==> config.mk <==
export PLATFORM = sky130hd
export DESIGN_NAME = alu_operand_sequencer
export DESIGN_NICKNAME = d
export VERILOG_FILES = /design/src/rtl/alu_operand_sequencer.sv
export SDC_FILE = /design/constraint.sdc
export NUM_CORES = 1
export LEC_CHECK = 0
export CORE_MARGIN = 2
export CORE_UTILIZATION = 40
export CTS_CLUSTER_DIAMETER = 60
export DETAILED_ROUTE_END_ITERATION = 10
export PLACE_DENSITY = 0.69
export REMOVE_ABC_BUFFERS = 1
export SETUP_SLACK_MARGIN = 0.1
export SYNTH_ARGS = -nofsm -noshare
export SYNTH_HDL_FRONTEND = slang
export SYNTH_SLANG_ARGS = --single-unit
==> constraint.sdc <==
create_clock -name clk -period 4.2 [get_ports clk]
set_input_delay 0.84 -clock clk [delete_from_list [all_inputs] [get_ports clk]]
set_output_delay 0.84 -clock clk [all_outputs]
set_load 0.05 [all_outputs]
==> src/rtl/alu_operand_sequencer.sv <==
// rtl/alu_operand_sequencer.sv - SAP-1 style operand capture and handshaked add/sub with result flags
module alu_operand_sequencer #(
    parameter int WIDTH = 4
) (
    input  logic             clk,
    input  logic             rst,
    input  logic [WIDTH-1:0] bus_in,
    input  logic             load_a,
    input  logic             load_b,
    input  logic             op_valid,
    input  logic             op_sub,
    input  logic             op_wb,
    output logic             op_ready,
    output logic             res_valid,
    input  logic             res_ready,
    output logic [WIDTH-1:0] result,
    output logic             carry_flag,
    output logic             zero_flag,
    output logic             ovf_flag,
    output logic [WIDTH-1:0] a_out,
    output logic [WIDTH-1:0] b_out
);

    typedef enum logic [1:0] {
        S_IDLE = 2'd0,
        S_EXEC = 2'd1,
        S_HOLD = 2'd2
    } state_t;

    state_t state_q, state_d;

    logic [WIDTH-1:0] a_q, a_d;
    logic [WIDTH-1:0] b_q, b_d;
    logic [WIDTH-1:0] opa_q, opa_d;
    logic [WIDTH-1:0] opb_q, opb_d;
    logic             sub_q, sub_d;
    logic             wb_q, wb_d;
    logic [WIDTH-1:0] result_q, result_d;
    logic             carry_q, carry_d;
    logic             zero_q, zero_d;
    logic             ovf_q, ovf_d;

    logic             accept;
    logic             release_res;
    logic [WIDTH-1:0] bx;
    logic [WIDTH:0]   sum;

    assign accept      = (state_q == S_IDLE) && op_valid;
    assign release_res = (state_q == S_HOLD) && res_ready;

    always_ff @(posedge clk) begin
        if (rst) begin
            state_q <= S_IDLE;
        end else begin
            state_q <= state_d;
        end
    end

    always_comb begin
        state_d = state_q;
        case (state_q)
            S_IDLE:  if (op_valid) state_d = S_EXEC;
            S_EXEC:  state_d = S_HOLD;
            S_HOLD:  if (res_ready) state_d = S_IDLE;
            default: state_d = S_IDLE;
        endcase
    end

    always_comb begin
        op_ready  = 1'b0;
        res_valid = 1'b0;
        case (state_q)
            S_IDLE:  op_ready  = 1'b1;
            S_HOLD:  res_valid = 1'b1;
            default: ;
        endcase
    end

    // Subtraction is A + ~B + 1, so the carry-in equals the sub bit.
    assign bx  = opb_q ^ {WIDTH{sub_q}};
    assign sum = {1'b0, opa_q} + {1'b0, bx} + {{WIDTH{1'b0}}, sub_q};

    always_comb begin
        a_d      = a_q;
        b_d      = b_q;
        opa_d    = opa_q;
        opb_d    = opb_q;
        sub_d    = sub_q;
        wb_d     = wb_q;
        result_d = result_q;
        carry_d  = carry_q;
        zero_d   = zero_q;
        ovf_d    = ovf_q;

        // Snapshot uses pre-load register values so a same-cycle load does not leak in.
        if (accept) begin
            opa_d = a_q;
            opb_d = b_q;
            sub_d = op_sub;
            wb_d  = op_wb;
        end

        if (state_q == S_IDLE) begin
            if (load_a) a_d = bus_in;
            if (load_b) b_d = bus_in;
        end

        if (state_q == S_EXEC) begin
            result_d = sum[WIDTH-1:0];
            carry_d  = sum[WIDTH];
            zero_d   = (sum[WIDTH-1:0] == '0);
            ovf_d    = (opa_q[WIDTH-1] == bx[WIDTH-1]) &&
                       (sum[WIDTH-1] != opa_q[WIDTH-1]);
        end

        if (release_res && wb_q) begin
            a_d = result_q;
        end
    end

    always_ff @(posedge clk) begin
        if (rst) begin
            a_q      <= '0;
            b_q      <= '0;
            opa_q    <= '0;
            opb_q    <= '0;
            sub_q    <= 1'b0;
            wb_q     <= 1'b0;
            result_q <= '0;
            carry_q  <= 1'b0;
            zero_q   <= 1'b0;
            ovf_q    <= 1'b0;
        end else begin
            a_q      <= a_d;
            b_q      <= b_d;
            opa_q    <= opa_d;
            opb_q    <= opb_d;
            sub_q    <= sub_d;
            wb_q     <= wb_d;
            result_q <= result_d;
            carry_q  <= carry_d;
            zero_q   <= zero_d;
            ovf_q    <= ovf_d;
        end
    end

    assign result     = result_q;
    assign carry_flag = carry_q;
    assign zero_flag  = zero_q;
    assign ovf_flag   = ovf_q;
    assign a_out      = a_q;
    assign b_out      = b_q;

endmodule
; Word level (Yosys, flattened, before mapping)
; Cells that the tools add are included.
[totals]
register_bits = 27
latch_bits = 0
ram_bits = 0
romBits = 0
in_bits = 12
output_inout_bits = 17
mem_count = 0
[classes]
addsub = 2
multipliers = 0
div_mod_pow = 0
magnitude_cmp = 0
n_eq_ne = 6
shift = 0
n_mux = 8
n_bitwise = 1
reduce_logical = 11
[op_table]
columns = cell, n
row1 = $mux W4, 3
row2 = $pmux W2 S3, 1
row3 = $reduce_and A2 Y1, 3
row4 = $add A4 B4 Y5, 1
row5 = $add A5 B1 Y5, 1
row6 = $logic_and A1 B1 Y1, 4
row7 = $logic_not A4 Y1, 1
row8 = $mux W2, 2
row9 = $ne A2 B2 Y1 const B, 2
row10 = $reduce_bool A2 Y1, 2
row11 = $xor A4 B4 Y4, 1
row12 = $eq A2 B1 Y1 const B, 1
row13 = $eq A2 B2 Y1 const B, 1
row14 = $logic_not A2 Y1, 1
row15 = $mux W1, 2
row16 = $eq A1 B1 Y1, 1
row17 = $ne A1 B1 Y1, 1

; Longest topological paths before layout
; Gate-level depths: netlist of the first run.
[depth]
ltp_word = 5
depth_mapped = 6
mapped_depth_nobuf = 6

; Worst setup path after synthesis of the first run
; No wires, ideal clock.
[synth_path]
path_kind = reg-to-reg
start = register opb_q[0]
end = register zero_q, in the netlist zero_flag
setup_ns = 0.079
arrival_time_ns = 1.844
required_time_ns = 4.121
setup_slack_ns = 2.277
stages_incl_launch_ff = 6
n_path_buf = 0
synth_period_minus_slack_ns = 1.923
path_cell_list = dfxtp_1 -> mux2_4 -> fa_1 -> nor3_2 -> or3b_1 -> o221ai_2
[synth_between]
elab_chain_cells = 4
[synth_rtl]
columns = item, line
row1 = "start, declared", 35  ; logic [WIDTH-1:0] opb_q, opb_d;
row2 = "start signal, assigned", 137  ; opb_q <= opb_d;
row3 = $xor A4 B4 Y4, 80  ; assign bx = opb_q ^ {WIDTH{sub_q}};
row4 = $add A4 B4 Y5, 81  ; assign sum = {1'b0, opa_q} + {1'b0, bx} + {{WIDTH{1'b0}}, sub_q};
row5 = $add A5 B1 Y5, 81
row6 = named net sum[1], 46  ; logic [WIDTH:0] sum;
row7 = $logic_not A4 Y1, 111  ; zero_d = (sum[WIDTH-1:0] == '0);
row8 = "end signal, assigned", 142  ; zero_q <= zero_d;
row9 = "end, declared", 40  ; logic zero_q, zero_d;
; The timed path passes the listed nets, and every way through them passes these cells.
; A chain may end at the register's enable or synchronous reset.

; Worst setup path after layout of the first run
[layout_path]
start = register state_q[0]
end = output res_valid
[layout_between]
elab_chain_cells = 2
[layout_rtl]
columns = item, line
row1 = "start, declared", 30  ; state_t state_q, state_d;
row2 = "start signal, assigned", 55  ; state_q <= state_d;
row3 = $eq A2 B2 Y1, 72  ; case (state_q)
row4 = $mux W1, 72
row5 = "end, declared", 14  ; output logic res_valid,
; No other way between the ends.

==> run summary, run 1 <==
The total count of hold-check failures in the final report is 0. The detailed-route DRC error count is 0. The post-route worst setup slack is 1.610 ns. The worst setup timing slack at the placement stage came out at around 1.9 ns. The hold buffer count at CTS came out at 0. The cell count of the worst hold path came out at 2. Setup repair after global routing left no endpoint under its margin. The width of the die is approximately 60 um. In this run the count of I/O pins placed on the die edge is 29.

The library cell used most frequently in the layout, excluding fill and tap cells, is sky130_fd_sc_hd__clkdlybuf4s50_1. The count of standard-cell rows came out at 20. The post-detailed-route wirelength per cell is 13.19 um. The peak ir drop on the vdd network is roughly 0.23 mV.

The cell taking the most area after synthesis is sky130_fd_sc_hd__dfxtp_1. TritonCTS built the clock tree. Sequential cells were found to cover 43.24% of the synthesized design area.

The accumulated negative setup slack is 0 ns. The run finished with clean final reports. The type of destination of the critical path is an output port. The total wirelength of the detailed-routed design is 2.585 mm. The path depth of the worst reg2reg path came out at 5. In the layout the commonest cells are sky130_fd_sc_hd__clkdlybuf4s50_1 (28), sky130_fd_sc_hd__dfxtp_1 (27), sky130_fd_sc_hd__nand2_1 (25). Derived from the worst setup path, the maximum achievable clock frequency is 0.3860 GHz. The area fraction of the dominant cell type after synthesis is 43.24%. The number of slew-limit violations in the final report was 0. The biggest fanout along the worst timing path is 4.

The effective utilization at floorplan is roughly two fifths. The floorplan step defined a die boundary enclosing 3588 um2. The global-route wire length before repair is 4.533 mm. The total track usage came out at 16.62%.

The number of gates resized after CTS came out at 0. After synthesis the netlist holds a flip-flop and latch count of 27. The final critical path takes up 61.68% of the cycle. The TritonCTS sink count is 27.

The insertion delay of the later-clocked pin in the worst-skew pair came out at 0.32 ns. The estimated wirelength of the detail-placed design is between 2 and 2.5 mm. The share of flip-flops with an asynchronous set or reset after synthesis came out at 0%. The clock transition at the registers of the reported paths is 0.14 ns. The number of H-tree levels is 1. The shortest clock period the worst path allows after layout came out at roughly 2.6 ns. By startpoint and endpoint, the worst setup path is classified as reg2out. The count of yosys warnings during synthesis came out at 0. Post-CTS timing repair inserted 0 buffers for setup. The final global-route overflow total came out at 0. At the end of routability-driven placement, the weighted congestion stood at 0.7307. The number of antenna violations at the first check in global routing is 0. The number of instances in the synthesized netlist is roughly 140. The smallest hold slack is roughly 0.47 ns. The maximum root-to-sink buffer count is 2.

The post-synthesis instance area came out at 1250 um2. Averaged over all synthesized cells, the footprint is 9.058 um2. The detailed-routing iteration count for the pre-antenna-repair pass is 4. The count of cell types in the netlist came out at 34.

The worst-case headroom to the max-slew limit is about two thirds. The total core area is 3003 um2. The arrival time reported for the critical path endpoint is between 1.5 and 2 ns. The layout overhead on the synthesized area is 25.03%. STA classifies the critical path startpoint as a flip-flop. Among all flip-flop cells after synthesis, the most frequent one is sky130_fd_sc_hd__dfxtp_1. The tree is rooted in a sky130_fd_sc_hd__clkbuf_4. The count of nets left with antenna violations after detail routing came out at 0. The hold path endpoint is wb_q. The detailed-route via count is 1019. The startpoint identified for the worst hold timing path is wb_q. The power density over the cells is 337.7 nW/um2. The slack of the worst reg-to-reg path is ~2.2 ns. The final worst clock skew came out at 0.004268 ns. The final net count came out at 180. The largest net degree at the start of global routing came out at 33. The antenna cell count came out at 0. The detailed-route vias per instance is just over 5. Yosys mapped a number of flops with a built-in enable equal to 0. The number of buffers inserted during clock tree synthesis is 3. The count of buffers inserted at the top-level ports came out at 28. The vertical extent of the die came out at about 60 um. The static leakage came out at between 0.6 and 0.7 nW.

Cells with a size suffix above 1 make up 6.748% of the layout. After synthesis, the cell types taking the most area are sky130_fd_sc_hd__dfxtp_1 (43%), sky130_fd_sc_hd__nand2_1 (7.5%), sky130_fd_sc_hd__mux2i_1 (6.4%), sky130_fd_sc_hd__a21oi_1 (4.8%), sky130_fd_sc_hd__nor2_1 (4.5%). The worst-margin pin slew is 0.5040 ns. The number of global-route vias before repair is 1032. The iteration-0 DRC count of the detailed router is 46.

The max-cap violation count is 0. The required time at the endpoint of the critical path came out at 3.36 ns. The setup-violating endpoint count in the final report is 0. The tightest min-delay check is of the reg2reg type. The endpoint identified for the worst register-to-register timing path is zero_flag.

The startpoint identified for the worst register-to-register timing path is opb_q[0].
logic make-up (layout without fill, tap and decap cells):
logic type / Yosys count / count (layout) / share of synthesized area, %
AND/OR/NAND/NOR: 62 / 62 / 24.43
flip-flops: 27 / 27 / 43.24
AO/OA/AOI/OAI: 23 / 23 / 13.21
multiplexers: 9 / 9 / 7.608
buffers and inverters: 8 / 33 / 3.403
XOR/XNOR: 5 / 5 / 3.503
adder cells (fa/ha/maj): 4 / 4 / 4.605
routing by layer:
metal	share of wire, %	routed length (um)	GRT usage (%)	vias to the layer above
li1	-	-	-	522
met3	4.0	103	4.545	6
met1	49	1254	21.26	467
met4	1.1	28	3.492	0
met5	0	0	0	-
met2	46	1199	27.95	24
worst max path at each step:
stage / startpoint / endpoint / cells after the start
2_1_floorplan: opb_q[0] / zero_flag / 5
4_1_cts: state_q[0] / res_valid / 2
6_report: state_q[0] / res_valid / 2
3_3_place_gp: rst / zero_flag / 5
3_5_place_dp: rst / zero_flag / 5
5_1_grt: state_q[0] / res_valid / 2
report_power, final:
group          internal, mW  switching (mW)
Combinational        0.0527          0.0817
Sequential            0.270          0.0125
Clock                0.0372          0.0730
worst max-delay path, stage by stage, from the launching register on:
cell and delay [ns]:
sky130_fd_sc_hd__dfxtp_1 0.38, sky130_fd_sc_hd__and2b_1 0.24, sky130_fd_sc_hd__clkdlybuf4s50_1 0.80
final cells by class:
class	instances	area, um2
clock buffers	4	26.28
repair buffers	29	287.8
fillers	314	1440
flip-flops and latches	27	540.5
multi-input cells	103	666.9
well taps	33	41.29
flip-flops by register name, summed over array words and instances (netlist names):
register,flops
a_out,4
b_out,4
opa_q,4
opb_q,4
result,4
state_q,2
carry_flag,1
ovf_flag,1
sub_q,1
wb_q,1
zero_flag,1
through the flow:
stage | area, um2 | util [%] | total power, mW | std cells
6_report | 1563 | 52.04 | 0.5277 | 196
5_1_grt | 1563 | 52.04 | 0.5597 | 196
4_1_cts | 1563 | 52.04 | 0.5340 | 196
3_5_place_dp | 1536 | 51.17 | 0.4243 | 192
3_3_place_gp | 1536 | 51.17 | 0.4216 | 192
2_1_floorplan | 1207 | - | 0.3742 | 130
Yosys cell counts (all sizes together), types with 2 or more instances:
master and n:
dfxtp 27, a211oi 5, xor2 5, a21oi 12, nand3 2, and2 3, nor2 16, a21o 2
mux2i 8, buf 7, nand2 25, nor3 4, ha 3, nand3b 2, nand2b 3
Power figures use the tool's default switching activity.
==> run 2: changes to the inputs <==
- clock period: 4.2 -> 2.4 ns (I/O delays scaled with it)
==> run 2 against run 1 <==
Register-to-register slack got worse by 1.8 ns. Clock power increased by 78%. Global-route usage decreased by 0.41 points. Final cell count unchanged. First-iteration DRC count decreased by 20%. Sequential cell count unchanged. Combinational power increased by 76%. Routed wire length increased by 2.9%. Largest power group unchanged. Critical endpoint is now op_ready. Sequential power increased by 75%. Count of clock-buffer cells in the layout unchanged. Die area unchanged.
==> run summary, run 2 (synthesis gave the netlist of run 1 again) <==
The shortest clock period the worst path allows after layout came out at approximately 2.2 ns. Timing would allow up to ~0.45 GHz. The clock tree from TritonCTS is built. The flow ran to the end, and the final reports show no timing, DRC or antenna violations.

The routability congestion estimate is roughly 0.76. The setup-violating endpoint count in the final report came out at 0. The number of global-route vias before repair is 1020. Cells fill between 50 and 60% of the core in the end. The share of layout cells above drive strength 1 is 6.748%.

The TritonCTS sink count is 27. Detailed routing inserted a total of 1031 vias. In the post-route analysis, the smallest setup slack over all paths is roughly 0.19 ns. The worst setup path category is reg2out. The antenna cell count is 0. The estimated wirelength of the detail-placed design came out at 2.059 mm. Setup repair after global routing left no endpoint under its margin.

The arrival time reported for the critical path endpoint came out at ~1.7 ns. The power after layout came out at 926.8 uW. The number of antenna violations at the first check in global routing is 0.

The type of destination of the critical path is an output port. The count of standard-cell rows came out at 20. The number of slew-limit violations in the final report was 0. Summed over all layers, the global routing overflow is 0.

The number of fill cells in the layout came out at 283. The number of top-level design ports is 29. CTS placed an instance of sky130_fd_sc_hd__clkbuf_4 at the clock tree root.

The final critical path takes up about 90% of the cycle. Before CTS, the worst setup slack after placement is ~0.38 ns. The detailed-route vias per instance is 5.260. The vertical extent of the die is between 50 and 60 um. In the routed design, unresolved DRC markers number 0.

The area of combinational cells with multiple inputs is 666.9 um2. The largest net degree at the start of global routing is 22. For the final routed database, the setup TNS stands at 0 ns.

The worst-margin pin slew came out at roughly 0.51 ns. The clock transition at the registers of the reported paths came out at between 0.1 and 0.15 ns. The required time at the endpoint of the critical path is 1.92 ns. The effective utilization at floorplan is 41.63%. The number of buffers inserted during clock tree synthesis is 3. The finished cells cover 1565 um2. Dividing the detail-routed wire length by the instance count gives 13.57 um. The first global-routing pass estimated approximately 4.5 mm of wire. The detailed-routing iteration count for the pre-antenna-repair pass is 4. The worst-case headroom to the max-slew limit came out at approximately 66%. The width of the die is 59.90 um. The total count of hold-check failures in the final report is 0.

The path class of the tightest hold or removal check is reg2reg. The total track usage is 16.21%. The die outline area came out at 3588 um2. In this run the power density over the cells is 592.1 nW/um2. The top cell types in the final layout, fill and taps aside, are sky130_fd_sc_hd__dfxtp_1 (27), sky130_fd_sc_hd__clkdlybuf4s50_1 (27), sky130_fd_sc_hd__nand2_1 (25). The iteration-0 DRC count of the detailed router is 37. The sequential cell area is 540.5 um2. The biggest fanout along the worst timing path came out at 5.

The startpoint kind of the worst setup timing path is a flip-flop. The static leakage came out at 0.6353 nW. After detailed placement, the total cell area comes to 1536 um2. The count of buffers inserted at the top-level ports came out at 28. The final net count came out at 180.

The insertion delay of the later-clocked pin in the worst-skew pair is 0.32 ns. The max-cap violation count came out at 0. The layout overhead on the synthesized area came out at 25.23%. The peak ir drop on the vdd network came out at roughly 0.40 mV.

The count of nets left with antenna violations after detail routing came out at 0. The number of H-tree levels is 1. The total core area came out at 3003 um2.

The total wirelength of the detailed-routed design came out at 2.660 mm. The final worst clock skew came out at 0.006112 ns. The maximum root-to-sink buffer count is 2.
==> run 2: changes by cell type in the layout (fill, tap and decap cells not counted) <==
cell                              before  now
sky130_fd_sc_hd__clkdlybuf4s50_1      28   27
sky130_fd_sc_hd__dlymetal6s2s_1        0    1
==> run 2: worst max-delay path, cell delays in order, from the launching register on <==
cell and delay, ns:
sky130_fd_sc_hd__dfxtp_1 0.37, sky130_fd_sc_hd__nor2_2 0.20, sky130_fd_sc_hd__clkdlybuf4s50_1 0.83
==> run 2: worst paths after layout <==
path	startpoint	end	slack, ns	cells after the start
max	state_q[1]	op_ready	0.19	2
min	wb_q	wb_q	0.47	2
max reg2reg	opb_q[0]	zero_flag	0.36	5
min reg2reg	wb_q	wb_q	0.47	2
==> run 2: timing repair <==
action	in CTS	in global routing
endpoints found under the setup margin	0	1
hold buffers	0	0
resized for setup	0	1
hold endpoints to repair	0	0
buffers inserted	0	0
==> run 2: per-stage QoR <==
stage,std cells,hold slack (ns)
floorplan,130,0.4305
global placement,192,0.4418
detailed placement,192,0.4520
CTS,196,0.4710
global route,196,0.4862
finish,196,0.4715
==> run 2: per-layer routing <==
layer	part of all wire, %	global-route usage [%]
met1	49	20.96
met2	46	27.17
met3	4.5	4.762
met4	0	2.540
met5	0	0
==> run 2: power breakdown <==
group          switching, mW  internal [mW]  total (mW)
Clock                  0.131         0.0650       0.196
Combinational          0.144         0.0920       0.236
Sequential            0.0214          0.473       0.495
==> run 2: layout make-up <==
class | instances | share of cell area, %
Sequential cell | 27 | 34.53
Multi-Input combinational cell | 103 | 42.61
Tap cell | 33 | 2.638
Clock buffer | 4 | 1.679
Timing Repair Buffer | 29 | 18.55
